<file path="src/rtl/tsens_decim.sv">
// Temperature-sensor incremental-ADC decimator: counts comparator decisions over an OSR-strobe window.
// Latency: code/code_valid update on the edge that samples the OSR-th strobe of a window.
// Backpressure: none upstream; an unaccepted code is overwritten by the next window and flags sticky overrun.
//
// Ports: clk/reset (async, active-high); en, bit_stb, bit_in from the sequencer;
//        code/code_valid/code_ready handshake to the readout block; busy, overrun, sat status.
// Optional: define TSENS_DECIM_SINC2_EN for a second integrator (sinc2 weighting); default is a plain ones count.
module tsens_decim #(
    parameter int OSR     = 256,
    parameter int DISCARD = 2,
    parameter int CODE_W  = 16
) (
    input  logic              clk,
    input  logic              reset,
    input  logic              en,
    input  logic              bit_stb,
    input  logic              bit_in,
    input  logic              code_ready,
    output logic [CODE_W-1:0] code,
    output logic              code_valid,
    output logic              busy,
    output logic              overrun,
    output logic              sat
);

    localparam logic [1:0] S_IDLE    = 2'd0;
    localparam logic [1:0] S_DISCARD = 2'd1;
    localparam logic [1:0] S_ACCUM   = 2'd2;

    localparam int ACC1_W = $clog2(OSR + 1);
`ifdef TSENS_DECIM_SINC2_EN
    localparam int SUM_MAX = OSR * (OSR + 1) / 2;
`else
    localparam int SUM_MAX = OSR;
`endif
    localparam int SUM_W  = $clog2(SUM_MAX + 1);
    localparam int CMP_W  = (SUM_W > CODE_W) ? SUM_W : CODE_W;
    localparam int CNT_W  = $clog2(OSR);
    localparam int DCNT_W = (DISCARD > 1) ? $clog2(DISCARD) : 1;

    localparam logic [CNT_W-1:0]  CNT_LAST  = CNT_W'(OSR - 1);
    localparam logic [DCNT_W-1:0] DCNT_LAST = DCNT_W'((DISCARD > 0) ? DISCARD - 1 : 0);

    logic [1:0]        state;
    logic [ACC1_W-1:0] acc1;
    logic [ACC1_W-1:0] acc1_nxt;
    logic [CNT_W-1:0]  bcnt;
    logic [DCNT_W-1:0] dcnt;
    logic [SUM_W-1:0]  sum;
    logic [CMP_W-1:0]  sum_ext;
    logic [CMP_W-1:0]  max_ext;
    logic              sat_now;
    logic [CODE_W-1:0] code_nxt;
    logic              close;
    logic              transfer;

    // Sums include the bit sampled on the current edge so the closing strobe counts.
    assign acc1_nxt = acc1 + ACC1_W'(bit_in);

`ifdef TSENS_DECIM_SINC2_EN
    logic [SUM_W-1:0] acc2;
    logic [SUM_W-1:0] acc2_nxt;

    assign acc2_nxt = acc2 + SUM_W'(acc1_nxt);
    assign sum      = acc2_nxt;
`else
    assign sum      = SUM_W'(acc1_nxt);
`endif

    assign sum_ext  = CMP_W'(sum);
    assign max_ext  = CMP_W'({CODE_W{1'b1}});
    assign sat_now  = (sum_ext > max_ext);
    assign code_nxt = sat_now ? {CODE_W{1'b1}} : CODE_W'(sum);

    assign close    = en && bit_stb && (state == S_ACCUM) && (bcnt == CNT_LAST);
    assign transfer = code_valid && code_ready;

    always_ff @(posedge clk or posedge reset) begin
        if (reset) begin
            state      <= S_IDLE;
            acc1       <= '0;
`ifdef TSENS_DECIM_SINC2_EN
            acc2       <= '0;
`endif
            bcnt       <= '0;
            dcnt       <= '0;
            code       <= '0;
            code_valid <= 1'b0;
            busy       <= 1'b0;
            overrun    <= 1'b0;
            sat        <= 1'b0;
        end else begin
            // Any enabled edge leaves or stays out of IDLE, so busy simply tracks en one edge later.
            busy <= en;

            if (transfer) begin
                code_valid <= 1'b0;
            end

            if (!en) begin
                // Partial window is dropped; a pending code stays available for the consumer.
                state   <= S_IDLE;
                acc1    <= '0;
`ifdef TSENS_DECIM_SINC2_EN
                acc2    <= '0;
`endif
                bcnt    <= '0;
                dcnt    <= '0;
                overrun <= 1'b0;
            end else begin
                case (state)
                    S_IDLE: begin
                        state <= (DISCARD > 0) ? S_DISCARD : S_ACCUM;
                        dcnt  <= '0;
                    end
                    S_DISCARD: begin
                        if (bit_stb) begin
                            if (dcnt == DCNT_LAST) begin
                                state <= S_ACCUM;
                                dcnt  <= '0;
                            end else begin
                                dcnt <= dcnt + DCNT_W'(1);
                            end
                        end
                    end
                    S_ACCUM: begin
                        if (close) begin
                            code       <= code_nxt;
                            code_valid <= 1'b1;
                            sat        <= sat_now;
                            if (code_valid && !code_ready) begin
                                overrun <= 1'b1;
                            end
                            acc1 <= '0;
`ifdef TSENS_DECIM_SINC2_EN
                            acc2 <= '0;
`endif
                            bcnt <= '0;
                        end else if (bit_stb) begin
                            acc1 <= acc1_nxt;
`ifdef TSENS_DECIM_SINC2_EN
                            acc2 <= acc2_nxt;
`endif
                            bcnt <= bcnt + CNT_W'(1);
                        end
                    end
                    default: begin
                        state <= S_IDLE;
                    end
                endcase
            end
        end
    end

endmodule

</file>
<file path="config.mk">
export PLATFORM = sky130hd
export DESIGN_NAME = tsens_decim
export DESIGN_NICKNAME = d
export VERILOG_FILES = /design/src/rtl/tsens_decim.sv
export SDC_FILE = /design/constraint.sdc
export NUM_CORES = 1
export LEC_CHECK = 0
export ABC_AREA = 1
export CAP_MARGIN = 20
export CORE_AREA = 2 2 77 79
export CTS_CLUSTER_DIAMETER = 120
export CTS_CLUSTER_SIZE = 14
export DETAILED_ROUTE_END_ITERATION = 10
export DIE_AREA = 0 0 79 81
export PLACE_DENSITY = 0.51
export SLEW_MARGIN = 5
export SYNTH_ARGS = -nofsm -noshare
export SYNTH_HDL_FRONTEND = slang
export SYNTH_SLANG_ARGS = --single-unit
</file>
<file path="constraint.sdc">
create_clock -name clk -period 1.7 [get_ports clk]
set_clock_uncertainty 0.2 [all_clocks]
set_input_delay 0.34 -clock clk [delete_from_list [all_inputs] [get_ports clk]]
set_output_delay 0.34 -clock clk [all_outputs]
set_load 0.1 [all_outputs]
</file>
# [Yosys cells after proc, flatten, opt, wreduce, memory -nomap -nowiden]
# Index checks and enable logic that the tools add are counted.
[classes] order_cmp=1 reduce_logical=12 n_addsub=3 mux=25 n_eq_ne=11
[op_table] operator="2-to-1 mux 9 bit" n=4
[op_table] operator="2-to-1 mux 8 bit" n=4
[op_table] operator="greater-than comparator 9 x 16 -> 1 bit (second input constant)" n=1
[op_table] operator="2-to-1 mux 16 bit" n=1
[op_table] operator="2-to-1 mux 1 bit" n=11
[op_table] operator="adder 9 x 1 -> 9 bit" n=1
[op_table] operator="AND reduction 3 bit" n=3
[op_table] operator="adder 8 x 1 -> 8 bit (second input constant)" n=1
[op_table] operator="equality test 8 bit (second input constant)" n=1
[op_table] operator="2-to-1 mux 2 bit" n=3
[op_table] operator="inequality test 2 x 1 -> 1 bit (second input constant)" n=3
[op_table] operator="inequality test 3 x 1 -> 1 bit (second input constant)" n=2
[op_table] operator="inequality test 3 bit (second input constant)" n=2
[op_table] operator="one-hot mux 2 bit (3 select lines)" n=1
[op_table] operator="logical AND 1 bit" n=5
[op_table] operator="AND reduction 2 bit" n=2
[op_table] operator="equality test 2 x 1 -> 1 bit (second input constant)" n=1
[op_table] operator="equality test 2 bit (second input constant)" n=1
[op_table] operator="zero test 2 bit" n=1
[op_table] operator="inequality test 2 bit (second input constant)" n=1
[op_table] operator="one-hot mux 1 bit (2 select lines)" n=1
[op_table] operator="adder 1 bit (second input constant)" n=1
[op_table] operator="zero test 1 bit" n=1
[totals] reg_bits=40 input_bits=6 wordCells=61

# [Logic depth before layout (Yosys ltp)]
[depth] ltp_word=6 mapped_depth=9 mapped_depth_nobuf=9

# [Worst setup path before layout]
# No wires, ideal clock.
[synth_timing] path_type="flip-flop to flip-flop" start="register code_valid" end="register overrun" arrival_ns=1.340 path_stages_with_launch=5 slack_ns=0.083 path_buffers=0 cell_sequence="dfrtp_1 > nand2_1 > nor2_1 > nand3_1 > a21oi_1"
[synth_via] elab_chain_cells=3
[synth_lines] item="start: declaration" line_no="20" rtl="output logic code_valid,"
[synth_lines] item="start signal: assignment" line_no="88" rtl="code_valid <= 1'b0;"
[synth_lines] item="start signal: assignment" line_no="97" rtl="code_valid <= 1'b0;"
[synth_lines] item="start signal: assignment" line_no="129" rtl="code_valid <= 1'b1;"
[synth_lines] item="logical AND 1 bit" line_no="131" rtl="if (code_valid && !code_ready) begin"
[synth_lines] item="inequality test 2 x 1 -> 1 bit (no source line)"
[synth_lines] item="AND reduction 3 bit (no source line)"
[synth_lines] item="end signal: assignment" line_no="90" rtl="overrun <= 1'b0;"
[synth_lines] item="end signal: assignment" line_no="109" rtl="overrun <= 1'b0;"
[synth_lines] item="end signal: assignment" line_no="132" rtl="overrun <= 1'b1;"
[synth_lines] item="end: declaration" line_no="22" rtl="output logic overrun,"
# Every way passes these cells.
# A chain may end at the register's enable or synchronous reset.

# [Final worst setup path]
[layout_timing] start="register bcnt[0]" end="register code[3]"
[layout_via] elab_chain_cells=3
[layout_lines] item="start: declaration" line_no="47" rtl="logic [CNT_W-1:0] bcnt;"
[layout_lines] item="start signal: assignment" line_no="144" rtl="bcnt <= bcnt + CNT_W'(1);"
[layout_lines] item="equality test 8 bit" line_no="75" rtl="assign close = en && bit_stb && (state == S_ACCUM) && (bcnt == CNT_LAST);"
[layout_lines] item="logical AND 1 bit" line_no="75"
[layout_lines] item="AND reduction 3 bit (no source line)"
[layout_lines] item="end signal: assignment" line_no="128" rtl="code <= code_nxt;"
[layout_lines] item="end: declaration" line_no="19" rtl="output logic [CODE_W-1:0] code,"
# Every way passes these cells.

==> results_dict.tcl <==
set metrics [dict create \
    status "finished clean" \
    p_leak_nw 1.142 \
    final_util_pct 39.84 \
    netlist_instances 205 \
    setup_viol 0 \
    layout_common_cells "nand2_1, dfrtp_1, inv_1, buf_12, o21ai_0" \
    grt-ovfl-total 0 \
    synthAdderAreaFrac_pct 2.230 \
    multiInputGateArea_um2 765.7 \
    clock_latency_ps 280 \
    timing_hold_violations_final 0 \
    layout_setup_ws_ps 132.4 \
    clock.fmax_mhz 637.9 \
    ant_nets 0 \
    startpoint_type "flop" \
    final_common_cell "nand2_1" \
    cp_top_family "simple AND/OR/NAND/NOR gates" \
    drt-total-wl_um 3009 \
    drc 0 \
    synth_area_per_cell_um2 8.209 \
    crit_path_cell_trace "ha_2 > nand3_2 > nor2_4 > nand2_4 > inv_4 > nand2_1 > nand2_1" \
    dieArea_um2 6399 \
    dp.cells 304 \
    cts_inserted_buffers 5 \
    finalSetupTns_ps 0 \
    rsz0062_at_grt "false" \
    gp_congestion 0.7668 \
    antenna_cells 0 \
    clock-root-buffer "clkbuf_8" \
    start_util_pct 29.65 \
    stdcell_count 312 \
    ys_top_cells_by_area "dfrtp_1, nand2_1, inv_1" \
    synth.area.mux_share_pct 0 \
    nets 245 \
    cp.arrival_ps 1590 \
    hold_buffers 0 \
    floorplan.die.height_um 81 \
    endpoint_kind "flop" \
    boundaryPins 26 \
    core.rowCount 28 \
    synthesis.area_um2 1683 \
    grt_max_degree 33 \
    grt_pass1_wl_um 5616 \
    synth_top_family_by_area "simple AND/OR/NAND/NOR gates" \
    via_count 1287 \
    finalMaxSlewViolations 0 \
    synth-seq-area-share_pct 47.58 \
    synth_compound_area_share_pct 9.517 \
    syn_to_final_growth_pct 34.35 \
    drive_gt1_share_pct 21.94 \
    synth_top_area_share_pct 47.58 \
    post_cts_buffers 0 \
    hpwl_um 2227 \
    die_width_um 79 \
    regArea_um2 800.8 \
    ys_warn_count 0 \
    wl_per_cell_um 9.644 \
    cap_violations 0 \
    synth-simple-area-share_pct 27.14 \
    port_buffers 17 \
    viasPerCell 4.125 \
    powerDensity_nw_per_um2 730.3 \
    critical_path_required_ps 1720 \
    clkTransAtPathRegs_ps 70 \
    path_common_cell "nand2_1" \
    cts_tree "done" \
    vdd_drop_max_mv 0.3975 \
    cp_num_buf_inv 1 \
    ys_ff_latch 32 \
    clock_path_buffers 2 \
    antenna_found_initial 0 \
    drt_pass1_iterations 4 \
    slowest_stage "dfrtp_1" \
    synthDistinctLibCells 26 \
    track_usage_pct 11.23 \
    cts.sinks 32 \
    critPathMaxFanout 14 \
    max_stage_delay_ps 410 \
    yosysTopAreaCell "dfrtp_1" \
    cts_htree_levels 2 \
    path_class "flop to flop" \
    nFillCells 572 \
    place_ws_ps -401.6 \
    initialDrtViolationCount 63 \
    period_share_pct 92.21 \
    first_global_vias 1285 \
    hold_class "input port to async pin" \
    synth_xor_area_share_pct 2.602 \
    period_minus_slack_ps 1568 \
    core-area_um2 5675 \
]
==> stage by stage <==
stage / power, mW / hold WS, ps / cell area, um^2
after detailed placement: 0.9530 / 266.7 / 2111
after floorplan: 0.9227 / 171.4 / 1709
after global routing: 1.726 / 220.2 / 2261
after CTS: 1.677 / 204.8 / 2233
final: 1.651 / 195.5 / 2261
after global placement: 0.9530 / 262.0 / 2111
==> synthesized netlist by cell type (all sizes together) <==
| library cell | number |
|---|---|
| a21oi | 2 |
| dfrtp | 32 |
| a311oi | 1 |
| ha | 3 |
| nand3b | 2 |
| xnor2 | 2 |
| nand4 | 1 |
| inv | 26 |
| o21bai | 3 |
| conb | 1 |
| a31o | 1 |
| xor2 | 3 |
| nand3 | 8 |
| nand2 | 80 |
| o21ai | 19 |
| buf | 10 |
| nor2 | 11 |
==> flip-flops by register name, summed over array words and instances, names as in the netlist <==
| name | cells |
|---|---|
| bcnt | 8 |
| state | 2 |
| acc1 | 9 |
| dcnt | 1 |
| overrun | 1 |
| code | 9 |
| busy | 1 |
| code_valid | 1 |
==> per-layer routing <==
| layer | track usage (%) | part of all wire (%) | routed length [um] | up-vias |
|---|---|---|---|---|
| li1 | - | - | - | 681 |
| met1 | 13.75 | 47 | 1428 | 579 |
| met2 | 18.39 | 47 | 1418 | 22 |
| met3 | 3.556 | 4.0 | 120 | 5 |
| met4 | 4.655 | 1.4 | 41 | 0 |
| met5 | 0 | 0 | 0 | - |
==> where the power goes <==
part / internal [mW] / total [mW] / switching [mW]
Sequential: 0.767 / 0.773 / 0.00543
Combinational: 0.0355 / 0.164 / 0.128
Clock: 0.435 / 0.715 / 0.280
==> kinds of logic (layout without fill, tap and decap cells) <==
family          count (synthesis)  in the layout
buf+inv                        36             61
flops                          32             32
other cells                     1              8
compound gates                 26             26
fa+ha+maj                       3              3
simple gates                  102            102
xor+xnor                        5              5
==> area by class of cell <==
type,count,area share [%]
Sequential cell,32,35.42
Multi-Input combinational cell,144,33.87
Inverter,26,4.427
Tap cell,75,4.151
Timing Repair Buffer,27,17.38
Clock buffer,6,3.210
Clock inverter,2,1.550
==> final timing paths <==
path / startpoint / endpoint / slack [ps] / cells after the start
hold / removal: reset / state[0] / 200 / 3
setup reg to reg: bcnt[0] / code[3] / 130 / 7
max in group asynchronous: reset / busy / 930 / 3
hold reg to reg: state[1] / state[0] / 270 / 1
setup / recovery: bcnt[0] / code[3] / 130 / 7
min in group clk: state[1] / state[0] / 270 / 1
==> tightest hold or removal path, delay by kind of cell <==
kind / cells / cell delay (ps)
buf+inv: 3 / 690
==> what timing repair did <==
item,4_1_cts,5_1_grt
gates resized for setup,5,5
endpoints found under the hold margin,0,0
endpoints found under the setup margin,4,10
pin swaps,2,1
No activity file was read; power rests on OpenSTA's default activity.
